## src/rtl/rect_plotter.sv

```systemverilog
`timescale 1ns/1ps
// Command-driven rectangle rasteriser: clips a rectangle to the screen and emits one
// pixel per clock towards vga_adapter, then pulses done for a single cycle.
module rect_plotter #(
   parameter int X_W       = 8,
   parameter int Y_W       = 7,
   parameter int COLOUR_W  = 3,
   parameter int SCREEN_W  = 160,
   parameter int SCREEN_H  = 120,
   parameter int BG_COLOUR = 0
) (
   input  logic                clock,
   input  logic                reset_n,
   input  logic                cmd_valid,
   output logic                cmd_ready,
   input  logic [1:0]          cmd_mode,
   input  logic [X_W-1:0]      cmd_x,
   input  logic [Y_W-1:0]      cmd_y,
   input  logic [X_W-1:0]      cmd_w,
   input  logic [Y_W-1:0]      cmd_h,
   input  logic [COLOUR_W-1:0] cmd_colour,
   output logic [X_W-1:0]      vga_x,
   output logic [Y_W-1:0]      vga_y,
   output logic [COLOUR_W-1:0] vga_colour,
   output logic                enable_plot,
   output logic                busy,
   output logic                done
);

   typedef enum logic [1:0] {IDLE, SCAN, DONE} state_t;

   localparam logic [1:0]          MODE_ERASE   = 2'd1;
   localparam logic [1:0]          MODE_FILL    = 2'd2;
   localparam logic [1:0]          MODE_OUTLINE = 2'd3;
   localparam logic [X_W:0]        SCR_W        = (X_W+1)'(SCREEN_W);
   localparam logic [Y_W:0]        SCR_H        = (Y_W+1)'(SCREEN_H);
   localparam logic [X_W:0]        ONE_XE       = (X_W+1)'(1);
   localparam logic [Y_W:0]        ONE_YE       = (Y_W+1)'(1);
   localparam logic [COLOUR_W-1:0] BG           = COLOUR_W'(BG_COLOUR);

   state_t                state_reg, state_next;
   logic [1:0]            mode_reg, mode_next;
   logic [X_W-1:0]        x0_reg, x0_next;
   logic [Y_W-1:0]        y0_reg, y0_next;
   logic [X_W:0]          xe_reg, xe_next, x_last_reg, x_last_next;
   logic [Y_W:0]          ye_reg, ye_next, y_last_reg, y_last_next;
   logic [X_W-1:0]        vga_x_reg, vga_x_next;
   logic [Y_W-1:0]        vga_y_reg, vga_y_next;
   logic [COLOUR_W-1:0]   vga_colour_reg, vga_colour_next;
   logic                  enable_plot_reg, enable_plot_next;
   logic                  done_reg, done_next;

   // Command decode: FILL overrides the geometry with the whole screen.
   logic [X_W-1:0]        rect_x, rect_w;
   logic [Y_W-1:0]        rect_y, rect_h;
   logic [X_W:0]          sum_x, clip_xe;
   logic [Y_W:0]          sum_y, clip_ye;
   logic                  rect_empty;
   logic [COLOUR_W-1:0]   pix_colour;

   assign rect_x     = (cmd_mode == MODE_FILL) ? '0 : cmd_x;
   assign rect_y     = (cmd_mode == MODE_FILL) ? '0 : cmd_y;
   assign rect_w     = (cmd_mode == MODE_FILL) ? X_W'(SCREEN_W) : cmd_w;
   assign rect_h     = (cmd_mode == MODE_FILL) ? Y_W'(SCREEN_H) : cmd_h;
   assign sum_x      = {1'b0, rect_x} + {1'b0, rect_w};
   assign sum_y      = {1'b0, rect_y} + {1'b0, rect_h};
   assign clip_xe    = (sum_x > SCR_W) ? SCR_W : sum_x;
   assign clip_ye    = (sum_y > SCR_H) ? SCR_H : sum_y;
   assign rect_empty = (rect_w == '0) || (rect_h == '0) ||
                       ({1'b0, rect_x} >= SCR_W) || ({1'b0, rect_y} >= SCR_H);
   assign pix_colour = (cmd_mode == MODE_ERASE) ? BG : cmd_colour;

   // Scan stepping against the clipped end bounds.
   logic           x_wrap, y_wrap;
   logic [X_W-1:0] step_x;
   logic [Y_W-1:0] step_y;
   logic           step_edge;

   assign x_wrap    = (({1'b0, vga_x_reg} + ONE_XE) == xe_reg);
   assign y_wrap    = (({1'b0, vga_y_reg} + ONE_YE) == ye_reg);
   assign step_x    = x_wrap ? x0_reg : vga_x_reg + X_W'(1);
   assign step_y    = x_wrap ? vga_y_reg + Y_W'(1) : vga_y_reg;
   // Outline edges are judged against the unclipped rectangle.
   assign step_edge = (step_x == x0_reg) || ({1'b0, step_x} == x_last_reg) ||
                      (step_y == y0_reg) || ({1'b0, step_y} == y_last_reg);

   always_comb begin
      state_next       = state_reg;
      mode_next        = mode_reg;
      x0_next          = x0_reg;
      y0_next          = y0_reg;
      xe_next          = xe_reg;
      ye_next          = ye_reg;
      x_last_next      = x_last_reg;
      y_last_next      = y_last_reg;
      vga_x_next       = vga_x_reg;
      vga_y_next       = vga_y_reg;
      vga_colour_next  = vga_colour_reg;
      enable_plot_next = 1'b0;
      done_next        = 1'b0;
      case (state_reg)
         IDLE: begin
            if (cmd_valid) begin
               mode_next   = cmd_mode;
               x0_next     = rect_x;
               y0_next     = rect_y;
               xe_next     = clip_xe;
               ye_next     = clip_ye;
               x_last_next = sum_x - ONE_XE;
               y_last_next = sum_y - ONE_YE;
               if (rect_empty) begin
                  state_next = DONE;
                  done_next  = 1'b1;
               end else begin
                  // First pixel is the top-left corner, which is always plotted.
                  state_next       = SCAN;
                  vga_x_next       = rect_x;
                  vga_y_next       = rect_y;
                  vga_colour_next  = pix_colour;
                  enable_plot_next = 1'b1;
               end
            end
         end
         SCAN: begin
            if (x_wrap && y_wrap) begin
               state_next = DONE;
               done_next  = 1'b1;
            end else begin
               vga_x_next       = step_x;
               vga_y_next       = step_y;
               enable_plot_next = (mode_reg != MODE_OUTLINE) || step_edge;
            end
         end
         DONE:    state_next = IDLE;
         default: state_next = IDLE;
      endcase
   end

   always_ff @(posedge clock) begin
      if (!reset_n) begin
         state_reg       <= IDLE;
         mode_reg        <= '0;
         x0_reg          <= '0;
         y0_reg          <= '0;
         xe_reg          <= '0;
         ye_reg          <= '0;
         x_last_reg      <= '0;
         y_last_reg      <= '0;
         vga_x_reg       <= '0;
         vga_y_reg       <= '0;
         vga_colour_reg  <= '0;
         enable_plot_reg <= 1'b0;
         done_reg        <= 1'b0;
      end else begin
         state_reg       <= state_next;
         mode_reg        <= mode_next;
         x0_reg          <= x0_next;
         y0_reg          <= y0_next;
         xe_reg          <= xe_next;
         ye_reg          <= ye_next;
         x_last_reg      <= x_last_next;
         y_last_reg      <= y_last_next;
         vga_x_reg       <= vga_x_next;
         vga_y_reg       <= vga_y_next;
         vga_colour_reg  <= vga_colour_next;
         enable_plot_reg <= enable_plot_next;
         done_reg        <= done_next;
      end
   end

   assign cmd_ready   = (state_reg == IDLE);
   assign busy        = (state_reg == SCAN) || (state_reg == DONE);
   assign vga_x       = vga_x_reg;
   assign vga_y       = vga_y_reg;
   assign vga_colour  = vga_colour_reg;
   assign enable_plot = enable_plot_reg;
   assign done        = done_reg;

endmodule

```

## config.mk

```make
export PLATFORM = sky130hd
export DESIGN_NAME = rect_plotter
export DESIGN_NICKNAME = d
export VERILOG_FILES = /design/src/rtl/rect_plotter.sv
export SDC_FILE = /design/constraint.sdc
export NUM_CORES = 1
export LEC_CHECK = 0
export CORE_ASPECT_RATIO = 0.8
export CORE_UTILIZATION = 52
export CTS_CLUSTER_SIZE = 16
export DETAILED_ROUTE_END_ITERATION = 6
export GPL_TIMING_DRIVEN = 0
export PLACE_DENSITY_LB_ADDON = 0.2
export SYNTH_ARGS = -nofsm -noshare
export SYNTH_HDL_FRONTEND = slang
export SYNTH_SLANG_ARGS = --single-unit
export TNS_END_PERCENT = 5
```

## constraint.sdc

```tcl
create_clock -name clock -period 6.4 [get_ports clock]
set_input_delay 1.28 -clock clock [delete_from_list [all_inputs] [get_ports clock]]
set_output_delay 1.28 -clock clock [all_outputs]
set_load 0.1 [all_outputs]
```

# Word level (Yosys, flattened, before mapping)
# Cells that the tools add are included.
# totals
reg_bits,73
inputBits,38
elab_cells,87
# op_classes
addsub,8
order_cmp,4
n_eq_ne,15
n_mux,29
n_bitwise,1
n_reduce_logical,17
# ops
operator,n
$mux W8,7
$mux W7,6
$eq A8 B8 Y1,2
$pmux W8 S2,1
$pmux W7 S2,1
$ne A2 B2 Y1 const B,5
$add A8 B1 Y9 const B,1
$add A8 B8 Y9,1
$eq A8 B9 Y1,1
$eq A9 B9 Y1,1
$gt A9 B8 Y1 const B,1
$mux W9,1
$sub A9 B1 Y9 const B,1
$add A7 B1 Y8 const B,1
$add A7 B7 Y8,1
$add A8 B1 Y8 const B,1
$eq A7 B8 Y1,1
$ge A8 B8 Y1 const B,1
$gt A8 B7 Y1 const B,1
$logic_not A8 Y1,1
$logic_or A1 B1 Y1,8
$sub A8 B1 Y8 const B,1
$add A7 B1 Y7 const B,1
$eq A7 B7 Y1,1
16 further kinds,27

# Longest topological paths before layout
# logic_depth
word_depth,10
mapped_depth,17
mapped_depth_nobuf,15

# Worst setup path before layout
# No wires, ideal clock.
# synth_path
path_type,input-to-reg
start,input port cmd_mode[0]
end,register xe_reg[3]
setup_ns,0.060
arrival_ns,4.172
required_time_ns,6.340
path_slack_ns,2.168
cell_stages,16
n_path_buf,2
cell_sequence,nand2b_1 clkbuf_1 clkbuf_1 and2_1 ha_1 inv_1 fa_1 nor2b_1 o21ai_0 a21boi_0 nor2_1 nor3_1 o21ai_0 a211oi_1 and2_1 a22o_1
# synth_between
elab_chain_cells,5
elab_cells_between_ends,6
# synth_lines
item,line_no,rtl
start: declaration,16,"input logic [1:0] cmd_mode,"
$eq A2 B2 Y1 *,"61, 63",
$mux W8 (on tied branches),"61, 63",
$add A8 B8 Y9 *,65,"assign sum_x = {1'b0, rect_x} + {1'b0, rect_w};"
$gt A9 B8 Y1,67,assign clip_xe = (sum_x > SCR_W) ? SCR_W : sum_x;
$mux W9 *,67,
end signal: assignment,159,xe_reg <= xe_next;
end: declaration,45,"logic [X_W:0] xe_reg, xe_next, x_last_reg, x_last_next;"
# Mark *: on every way between the ends. The rest lies on a longest branch, timed or not.
# A chain may end at the register's enable or synchronous reset.

# Worst setup path after layout
# layout_path
start,input port cmd_mode[0]
end,register xe_reg[0]
# Same word-level chain as after synthesis.

==> out/results.tsv <==
metric	value	unit
initial drt markers	494	
internal power	0.00106	W
final hold slack	0.471	ns
synth unique cells	66	
Critical Path End Type	flip-flop	
post-synth top area share	27.5	%
CTS tree	yes	
Clock transition at path regs	0.06	ns
Total Nets Final	820	
total grt overflow	0	
number of antenna violations at the first check in global routing	0	
WHS Path Cells	2	
hold_buf cts	0	
largest net degree at the start of global routing	14	
Min-Delay Endpoint	mode_reg[0]	
Cells after Synth	688	
yosys synthesis warning count	0	
endpoints failing hold	0	
post-synthesis sequential area ratio	27.5	%
synthesized flop and latch total	73	
TritonCTS Buffers	9	
Pleak	2.61	nW
worst slew pin tran	0.981	ns
clock share of power	28.9	%
Die Area	10600	sq um
H-Tree Depth	3	
ant diodes	0	
clk buf depth	2	
Slowest cell on crit path	clkdlybuf4s50_1	
worst path arrival time	5.42	ns
DPL Wire Length	12600	um
Core Region	9770	sq um
Worst setup SP type	input pin	
Pre-antenna DRT Iters	5	
combinational power share	39.3	%
Peak VDD IR	0.000136	V
fmax	0.194	GHz
R2R depth	13	
status	complete, no violations	
cell area after synthesis	5310	sq um
first-pass GRT wire length	25200	um
Wirelength per Cell	18.1	um
post-synthesis async set-or-reset flop share	0	%
Slew Viols, Final	0	
Reg-to-Reg Start	vga_x[1]	
starting density of the core	54.3	%
post-CTS resize count	0	
setup bufs post-CTS	0	
Avg Inst Size Synth	7.71	sq um
critical path's largest stage delay	0.51	ns
I/O Pins	60	
Tcrit/Tclk final	80.6	%
Area Growth Syn to Fin	19.9	%
ranking of synthesized cells by area	dfxtp_1, nand2_1, xnor2_1	
most frequent CP cell	o21ai_0	
Fin Clk Skew	0.00925	ns
setup violators final	0	
Clock Sinks	73	
Synth Flop Type	dfxtp_1	
post-synth top area cell	dfxtp_1	
Tmin final	5.16	ns
count leader, synth	nand2_1	
most instantiated cells after synthesis	nand2_1, dfxtp_1, o21ai_0	
worst path cell trace	clkdlybuf4s50_1 > nand2b_1 > clkbuf_1 > clkbuf_1 > and2_1 > ha_1 > inv_1 > fa_1 > nor2b_1 > o21ai_0 > a21boi_0 > nor2_1 > nor3_1 > o21ai_0 > a211oi_1 > nand2_1 > o21ai_0	
Critical Path RT	6.66	ns
chip height	92.4	um
maximum fanout along the worst path	10	
part of the power in registers	31.8	%
Net Count, Synth	750	
Die X	115	um
Rel. slew slack	34.4	%
DRC viols	0	
FP Rows	32	
Power Density	278	nW/um^2
Total GRT Usage	31.4	%
CP Class	in -> reg	
area post-placement	6070	sq um
hold crit path type	reg -> reg	
number of global-route vias before repair	4749	
unrepaired setup endpoints after global routing	false	
Via Count	5320	
post-route setup TNS	0	ns
Vias/cell	5.92	
WL final	16300	um
root buffer cell	clkbuf_16	
Post-synth EDFFs	0	
Net Sw Frac	40.1	%
post-route cell area	6360	sq um
antenna viol nets, final	0	
max cap viols	0	
ratio of cells with drive above 1 in the final layout	4.33	%
Clock Latency Late Sink	0.34	ns
r2r endpoint	enable_plot	
net switching power	0.000708	W
# port buffers	59	
GP Congestion	0.897	
reg2reg setup slack	2.36	ns
hold wc startpoint	mode_reg[0]	
-- power by group through the flow --
stage	clock, W	combinational, W	sequential [W]
after global placement	0	0.000667	0.000566
after CTS	0.000509	0.000684	0.000559
after global routing	0.000530	0.000749	0.000566
final	0.000511	0.000694	0.000563
after floorplan	0	0.000422	0.000643
after detailed placement	0	0.000680	0.000569
-- metrics by stage --
step / util, % / worst slack [ns] / total power (W) / instances
after global placement: 62.1 / 1.04 / 0.00123 / 883
final: 65.1 / 1.24 / 0.00177 / 899
after global routing: 65.1 / 0.833 / 0.00184 / 899
after CTS: 65.1 / 1.26 / 0.00175 / 899
after detailed placement: 62.1 / 0.960 / 0.00125 / 883
after floorplan: - / 2.17 / 0.00107 / 688
-- logic make-up (layout without fill, tap and decap cells) --
group           after synthesis  count (layout)  share of synthesized area, %
mux                           9               9                          1.72
xor+xnor                     70              70                          11.7
compound gates              179             179                          22.5
fa+ha+maj                    24              24                          5.94
buf+inv                      67             142                          5.21
simple gates                266             266                          25.4
flops                        73              73                          27.5
-- critical path, delay by kind of cell --
family | cells | cell delay [ns]
compound gates | 5 | 1.12
fa+ha+maj | 2 | 0.57
buf+inv | 4 | 1.22
simple gates | 6 | 1.23
-- final cells by class --
type / instances / area [sq um]
inverter: 27 / 101
tap: 136 / 170
fill: 889 / 3410
sequential: 73 / 1460
timing repair buffer: 59 / 591
clock buffer: 10 / 229
multi-input combinational: 548 / 3570
buffer: 40 / 175
clock inverter: 6 / 67.6
-- cells in the final DEF (no fill, tap or decap), types with 3 or more instances in the layout --
cell,Yosys,final
nand2_1,98,98
dfxtp_1,73,73
clkdlybuf4s50_1,0,59
o21ai_0,50,50
xnor2_1,37,37
clkbuf_1,32,33
and2_1,33,33
xor2_1,32,32
a21oi_1,31,31
nor2_1,27,27
inv_1,26,26
nand3_1,25,25
ha_1,22,22
nor2b_1,19,19
a21boi_0,16,16
nand2b_1,14,14
o211a_1,14,14
a31oi_1,12,12
nor3_1,9,9
clkbuf_16,0,9
a21o_1,8,8
nand4_1,8,8
mux2i_1,8,8
and3_1,7,7
a22oi_1,7,7
a211oi_1,6,6
nor4_1,6,6
o21bai_1,5,5
buf_2,5,5
o31ai_1,5,5
or2_2,3,3
-- layer usage --
layer / up-vias / routed length (um) / GRT usage [%]
met5: - / 0 / 0
met4: 0 / 142 / 5.63
met1: 2489 / 7510 / 46.8
met2: 263 / 6970 / 47.1
li1: 2550 / - / -
met3: 18 / 1660 / 5.76
-- how the worst max path moves through the flow --
stage               cells after the start         from        end  slack (ns)
floorplan                              16  cmd_mode[0]  xe_reg[3]        2.17
global placement                       17  cmd_mode[0]  xe_reg[1]        1.04
detailed placement                     17  cmd_mode[0]  xe_reg[0]        0.96
CTS                                    17  cmd_mode[0]  xe_reg[0]        1.26
global route                           17  cmd_mode[0]  xe_reg[1]        0.83
finish                                 17  cmd_mode[0]  xe_reg[0]        1.24
No activity file was read; power rests on OpenSTA's default activity.
